`src/rtl/pll_reset_seq.sv`:
```
// PLL reset sequencer.
// Synchronises the raw PLL lock flag and waits until it has been stable for
// LOCK_STABLE_CYCLES. It then releases the active-low domain resets one at a
// time, lowest index first, STAGE_GAP cycles apart. Loss of lock or a soft
// reset re-asserts every domain reset on the next edge.
//
// state     | meaning
// ----------+-------------------------------------------------------------
// WAIT_LOCK | all resets held; waiting for locked_s=1 with force_rst=0
// STABILIZE | counting consecutive locked cycles before the first release
// RELEASE   | releasing rst_out_n[idx] every STAGE_GAP cycles
// RUN       | all resets released, ready=1
module pll_reset_seq #(
  parameter int LOCK_STABLE_CYCLES = 4096,
  parameter int STAGE_GAP          = 16,
  parameter int NUM_RESETS         = 3
) (
  input  logic                  clk,
  input  logic                  rst_n,
  input  logic                  locked_in,
  input  logic                  force_rst,
  input  logic                  clear_count,
  output logic [NUM_RESETS-1:0] rst_out_n,
  output logic                  ready,
  output logic [7:0]            lock_loss_count
);

  // One counter serves both the stabilisation and the gap timing, so it is
  // sized for the longer of the two terminal counts.
  localparam int CNT_MAX = (LOCK_STABLE_CYCLES > STAGE_GAP) ? LOCK_STABLE_CYCLES : STAGE_GAP;
  localparam int CNT_W   = (CNT_MAX > 2) ? $clog2(CNT_MAX) : 1;
  localparam int IDX_W   = (NUM_RESETS > 1) ? $clog2(NUM_RESETS) : 1;

  localparam logic [CNT_W-1:0] STAB_TC  = CNT_W'(LOCK_STABLE_CYCLES - 1);
  localparam logic [CNT_W-1:0] GAP_TC   = CNT_W'(STAGE_GAP - 1);
  localparam logic [IDX_W-1:0] LAST_IDX = IDX_W'(NUM_RESETS - 1);

  typedef enum logic [1:0] {
    WAIT_LOCK = 2'd0,
    STABILIZE = 2'd1,
    RELEASE   = 2'd2,
    RUN       = 2'd3
  } state_t;

  state_t                  state, state_nxt;
  logic [CNT_W-1:0]        cnt, cnt_nxt;
  logic [IDX_W-1:0]        idx, idx_nxt;
  logic [NUM_RESETS-1:0]   rst_out_n_nxt;
  logic                    ready_nxt;
  logic [7:0]              loss_cnt_nxt;
  logic                    sync_q1, locked_s;
  logic                    abort;
  logic                    loss_inc;

  // Two-flop synchroniser; the only logic that looks at locked_in.
  always_ff @(posedge clk or negedge rst_n) begin
    if (!rst_n) begin
      sync_q1  <= 1'b0;
      locked_s <= 1'b0;
    end else begin
      sync_q1  <= locked_in;
      locked_s <= sync_q1;
    end
  end

  // State, counters and registered outputs.
  always_ff @(posedge clk or negedge rst_n) begin
    if (!rst_n) begin
      state           <= WAIT_LOCK;
      cnt             <= '0;
      idx             <= '0;
      rst_out_n       <= '0;
      ready           <= 1'b0;
      lock_loss_count <= 8'd0;
    end else begin
      state           <= state_nxt;
      cnt             <= cnt_nxt;
      idx             <= idx_nxt;
      rst_out_n       <= rst_out_n_nxt;
      ready           <= ready_nxt;
      lock_loss_count <= loss_cnt_nxt;
    end
  end

  // Next-state, release scheduling and abort override.
  always_comb begin
    state_nxt     = state;
    cnt_nxt       = cnt;
    idx_nxt       = idx;
    rst_out_n_nxt = rst_out_n;
    ready_nxt     = ready;

    abort = (state != WAIT_LOCK) && (!locked_s || force_rst);

    case (state)
      WAIT_LOCK: begin
        rst_out_n_nxt = '0;
        ready_nxt     = 1'b0;
        cnt_nxt       = '0;
        idx_nxt       = '0;
        if (locked_s && !force_rst) begin
          state_nxt = STABILIZE;
        end
      end

      STABILIZE: begin
        if (cnt == STAB_TC) begin
          cnt_nxt          = '0;
          rst_out_n_nxt[0] = 1'b1;
          if (NUM_RESETS == 1) begin
            state_nxt = RUN;
            ready_nxt = 1'b1;
          end else begin
            state_nxt = RELEASE;
            idx_nxt   = IDX_W'(1);
          end
        end else begin
          cnt_nxt = cnt + CNT_W'(1);
        end
      end

      RELEASE: begin
        if (cnt == GAP_TC) begin
          cnt_nxt = '0;
          for (int i = 0; i < NUM_RESETS; i++) begin
            if (idx == IDX_W'(i)) begin
              rst_out_n_nxt[i] = 1'b1;
            end
          end
          if (idx == LAST_IDX) begin
            state_nxt = RUN;
            ready_nxt = 1'b1;
          end else begin
            idx_nxt = idx + IDX_W'(1);
          end
        end else begin
          cnt_nxt = cnt + CNT_W'(1);
        end
      end

      RUN: begin
        rst_out_n_nxt = '1;
        ready_nxt     = 1'b1;
      end

      default: begin
        state_nxt     = WAIT_LOCK;
        rst_out_n_nxt = '0;
        ready_nxt     = 1'b0;
        cnt_nxt       = '0;
        idx_nxt       = '0;
      end
    endcase

    // Abort wins over any release that would have happened on this edge.
    if (abort) begin
      state_nxt     = WAIT_LOCK;
      rst_out_n_nxt = '0;
      ready_nxt     = 1'b0;
      cnt_nxt       = '0;
      idx_nxt       = '0;
    end
  end

  // Lock-loss counter: clear first, then a saturating increment on a real
  // lock loss out of RUN. A soft-reset abort with lock still present does
  // not count.
  always_comb begin
    loss_inc     = (state == RUN) && !locked_s;
    loss_cnt_nxt = clear_count ? 8'd0 : lock_loss_count;
    if (loss_inc && (loss_cnt_nxt != 8'hFF)) begin
      loss_cnt_nxt = loss_cnt_nxt + 8'd1;
    end
  end

endmodule
```
`config.mk`:
```
export PLATFORM = sky130hd
export DESIGN_NAME = pll_reset_seq
export DESIGN_NICKNAME = d
export VERILOG_FILES = /design/src/rtl/pll_reset_seq.sv
export SDC_FILE = /design/constraint.sdc
export NUM_CORES = 1
export LEC_CHECK = 0
export ABC_AREA = 0
export BUFFER_PORTS_ARGS = -buffer_cell sky130_fd_sc_hd__buf_2
export CAP_MARGIN = 25
export CORE_ASPECT_RATIO = 1.4
export CORE_UTILIZATION = 58
export CTS_CLUSTER_DIAMETER = 30
export DETAILED_ROUTE_END_ITERATION = 8
export PLACE_DENSITY_LB_ADDON = 0.05
export SYNTH_ARGS = -nofsm -noshare
export SYNTH_HDL_FRONTEND = slang
export SYNTH_SLANG_ARGS = --single-unit
```
`constraint.sdc`:
```
create_clock -name clk -period 2.2 [get_ports clk]
set_input_delay 0.44 -clock clk [delete_from_list [all_inputs] [get_ports clk]]
set_output_delay 0.44 -clock clk [all_outputs]
set_load 0.01 [all_outputs]
```
---- After elaboration in Yosys (flattened, before gate mapping) ----
Index checks and enable logic that the tools add are counted.
word-level totals
  flip-flop bits (word level) ............. 30
  bits of input ports ..................... 5
  output and inout bits ................... 12
  logic and storage cells ................. 73
cells by class
  add/sub/neg operators ................... 3
  equal/unequal tests ..................... 15
  muxes and demuxes ....................... 28
  reduce and logical (&&, ||, !) cells .... 17
operator list
  cell                                                              number
  12-bit 2-to-1 mux                                                 3
  12-bit one-hot mux with 3 select lines                            1
  3-bit inequality test, second input constant                      7
  2-bit 2-to-1 mux                                                  9
  2-bit one-hot mux with 3 select lines                             3
  8-bit 2-to-1 mux                                                  2
  12-bit by 1-bit adder with 12-bit output, second input constant   1
  12-bit == test, second input constant                             1
  12-bit by 4-bit == test with 1-bit output, second input constant  1
  3-bit AND reduction                                               3
  8-bit by 1-bit adder with 8-bit output, second input constant     1
  8-bit inequality test, second input constant                      1
  4-bit nonzero test                                                2
  2-bit == test, second input constant                              3
  1-bit 2-to-1 mux                                                  6
  3-bit 2-to-1 mux                                                  2
  5-bit AND reduction                                               1
  2-bit by 1-bit == test with 1-bit output, second input constant   2
  1-bit logical AND                                                 4
  2-bit zero test                                                   2
  1-bit one-hot mux with 4 select lines                             1
  4-bit AND reduction                                               1
  1-bit one-hot mux with 3 select lines                             1
  2-bit by 1-bit adder with 2-bit output, second input constant     1
  other kinds (3)                                                   4

---- Logic depth before layout (Yosys ltp) ----
  word-level depth ........................ 5
  mapped depth ............................ 9
  gate-level depth less buffers ........... 7

---- Worst setup path after synthesis ----
No wires, ideal clock.
  path type ............................... register to register
  start ................................... reg state[1]
  end ..................................... reg state[1]
  library setup time ...................... 0.125 ns
  arrival ................................. 1.825 ns
  required time ........................... 2.075 ns
  setup slack ............................. 0.250 ns
  stages on the path, launching flop included .. 7
  path buffers ............................ 0
  period minus slack after synthesis ...... 1.950 ns
  cells stage by stage .................... dfrtp_1 > inv_1 > ha_1 > nor4_2 > a31oi_2 > o211ai_1 > mux2_4
on the way
  cells in the longest elaborated chain, start to end .. 4
  elaborated cells on any way between the ends .. 13
  those cells by class .................... 6 x eq/ne; 2 x mux; 5 x reduce/logical
RTL lines
  item                                                                          line  source
  start: declaration                                                            45    state_t state, state_nxt;
  start signal: assignment                                                      76    state <= state_nxt;
  2-bit nonzero test                                                            93    abort = (state != WAIT_LOCK) && (!locked_s || force_rst);
  1-bit logical AND                                                             93
  3-bit inequality test (no line) / 4-bit nonzero test (equally long branches)  --
  5-bit AND reduction (no line)                                                 --
Several ways; a longest one is shown, not always the timed one.
A chain may end at the register's enable or synchronous reset.

---- Final worst setup path ----
  start ................................... reg cnt[5]
  end ..................................... reg state[1]
on the way
  cells in the longest elaborated chain, start to end .. 3
  elaborated cells on any way between the ends .. 5
  those cells by class .................... 4 x eq/ne; 1 x reduce/logical
RTL lines
  item                                                                                line      source
  start: declaration                                                                  46        logic [CNT_W-1:0] cnt, cnt_nxt;
  start signal: assignment                                                            77        cnt <= cnt_nxt;
  12-bit by 4-bit == test with 1-bit output / 12-bit == test (equally long branches)  123, 107
  3-bit inequality test (no line)                                                     --
  5-bit AND reduction (no line) *                                                     --
Every way passes the cells marked *; elsewhere a longest branch is shown, timed or not.

==> results.md <==
* Highest clock rate at 0.483 GHz
* Worst endpoint required time at 2.36 ns
* Status: finished, final reports clean
* Clock Tree Root: clkbuf_8
* Fin crit share at 0.941
* Share of cells above drive strength 1 at 0.198
* Kind of critical path: flip-flop to flip-flop
* Initial Util at 0.614
* Layout fillers at 214
* P_leak at 0.947 nW
* Htree depth at 2
* Critical path startpoint category: flip-flop
* Worst Hold Class: input port to asynchronous set/reset pin
* Drt total wl at 3740 um
* Share of the synthesized area in the top cell type at 0.407
* Worst ir drop on vdd at 627 uV
* DRT antenna net count at 0
* Main synth FF type: dfrtp_1
* Crit path time final at 2.07 ns
* Final cell count without fillers at 239
* HPWL after DPL at 2740 um
* Register bit total from synthesis at 29
* Unique masters post-synth at 46
* WL per Instance at 15.6 um
* Worst rel slew slack at 0.575
* Die height at 67.6 um
* DRC at 0
* Yosys warns at 0
* Hold Buf Count CTS at 0
* Crit end category: flip-flop
* Final slew viol count at 0
* Die area at 3310 um^2
* WHS at 0.167 ns
* Post-synthesis sequential area ratio at 0.407
* RSZ-0062 raised after global routing: false
* Mapped Area at 1780 um^2
* Sinks on Clock Net at 29
* Synth Instances at 179
* Final Util at 0.696
* Vias in the first global route at 1,466
* DRT iter0 DRCs at 41
* Avg Inst Size Synth at 9.97 um^2
* Die Width at 48.9 um
* Pin count of the biggest net entering global routing at 30
* Setup TNS at 0 ns
* Final #Nets at 216
* Pwr dens at 975 nW/um^2
* Synth area leaders: dfrtp_1 (41%), ha_1 (7.0%), nand2_1 (3.2%), o211ai_1 (2.9%), a21oi_1 (2.5%)
* Syn_nets at 194
* Top cells by count, synth: dfrtp_1 (29), nand2_1 (15), ha_1 (10), inv_1 (10), nor2_1 (10)
* Post-CTS resize count at 0
* IO Port Bufs at 16
* Vias per cell at 5.99
* Synth-to-Final Area Change at 13.3%
* CP Max Fanout at 5
* Final hold viol count at 0
* Clock slew at reported path FFs at 0.07 ns
* Async set-or-reset flop fraction in the synthesized netlist at 1.00
* Max cap viols at 0
* Routability cong. at 0.819
* Clock Skew at 0.00815 ns
* Ports at 17
* Post-Place Cells at 231
* Worst Path Arrival at 2.23 ns
* EDFF count, synth at 0
* Synth area leader: dfrtp_1
* Core ar. at 2910 um^2
* 1st-pass router iterations at 5
* CTS tree: done
* Gr usage total at 0.263
* Slew @ Worst Pin at 0.638 ns
* Routed vias at 1,431
* First-pass GRT wire length at 6420 um
* TritonCTS buffer count at 5
* Cell Rows at 23
* CTS Buffer Depth at 2
* Setup repair bufs after CTS at 0
* Clk_lat worst skew at 0.28 ns
* N_diodes at 0
* GRT overflow at 0
* Initial antenna violation count at 0
* Most common cell in the synthesized netlist: dfrtp_1
* Final setup fails at 0
## cell families after synthesis
logic type,count (synthesis),synth area share
simple gates,65,0.220
compound gates,43,0.182
flops,29,0.407
buf+inv,18,0.0449
fa+ha+maj,10,0.0701
xor+xnor,8,0.0393
mux,6,0.0372
## metrics by stage
step	worst slack (ns)	power [mW]	instance area (um^2)
floorplan	0.250	1.26	1780
global route	0.000180	2.12	2020
finish	0.130	1.97	2020
global placement	0.207	1.45	1920
CTS	0.152	1.99	2020
detailed placement	0.176	1.48	1920
## routing by layer
| metal | vias up | share of wire | GRT usage |
|---|---|---|---|
| li1 | 698 | - | - |
| met1 | 695 | 0.41 | 0.273 |
| met2 | 29 | 0.53 | 0.476 |
| met3 | 9 | 0.032 | 0.0721 |
| met4 | 0 | 0.027 | 0.158 |
| met5 | - | 0 | 0 |
## worst paths after layout
kind | from | endpoint | slack, ns | depth (start not counted)
max | cnt[5] | state[1] | 0.13 | 5
min | rst_n | cnt[3] | 0.17 | 1
max reg2reg | cnt[5] | state[1] | 0.13 | 5
min reg2reg | sync_q1 | locked_s | 0.35 | 0
max in group asynchronous | rst_n | rst_out_n[0] | 1.60 | 1
min in group clk | locked_in | sync_q1 | 0.26 | 1
## registers in the layout, indices dropped and copies added, names as in the netlist
register         flops
cnt                 12
lock_loss_count      8
rst_out_n            3
idx                  2
state                2
locked_s             1
sync_q1              1
## power by group
part           switching [mW]  internal [mW]  total, mW
Combinational           0.470          0.353      0.822
Sequential             0.0601          0.603      0.663
Clock                   0.203          0.282      0.485
## cells in the final DEF (no fill, tap or decap), types with 2 or more instances in the layout
master,count
o21ai_1,2
mux2i_1,4
dfrtp_1,29
a22o_1,3
and3_1,6
nor3_1,2
buf_4,7
nor2_1,10
nand3b_1,2
xor2_1,5
a211oi_1,3
nand4_1,7
a31oi_1,2
nand3_1,7
clkbuf_8,7
nor4_4,2
o31ai_1,2
nor2b_1,5
o211ai_1,7
o21ai_0,4
buf_2,16
nand2_1,15
inv_1,10
xnor2_1,3
nand2b_1,2
a21o_1,2
ha_1,10
a21oi_1,9
## critical path, cell delays in order, from the launching register on
cell,delay [ns]
dfrtp_1,0.49
nor4_4,0.46
nand4_1,0.24
a31oi_2,0.30
o211ai_1,0.15
mux2_4,0.32
## layout make-up
cell class | instances | area [um^2] | share of cell area
well taps | 37 | 46.3 | 0.0229
clock inverters | 1 | 5.00 | 0.00248
multi-input cells | 132 | 978 | 0.484
repair buffers | 23 | 133 | 0.0656
clock buffers | 7 | 96.3 | 0.0476
flip-flops and latches | 29 | 726 | 0.359
inverters | 10 | 37.5 | 0.0186
(Power assumes the default switching activity.)
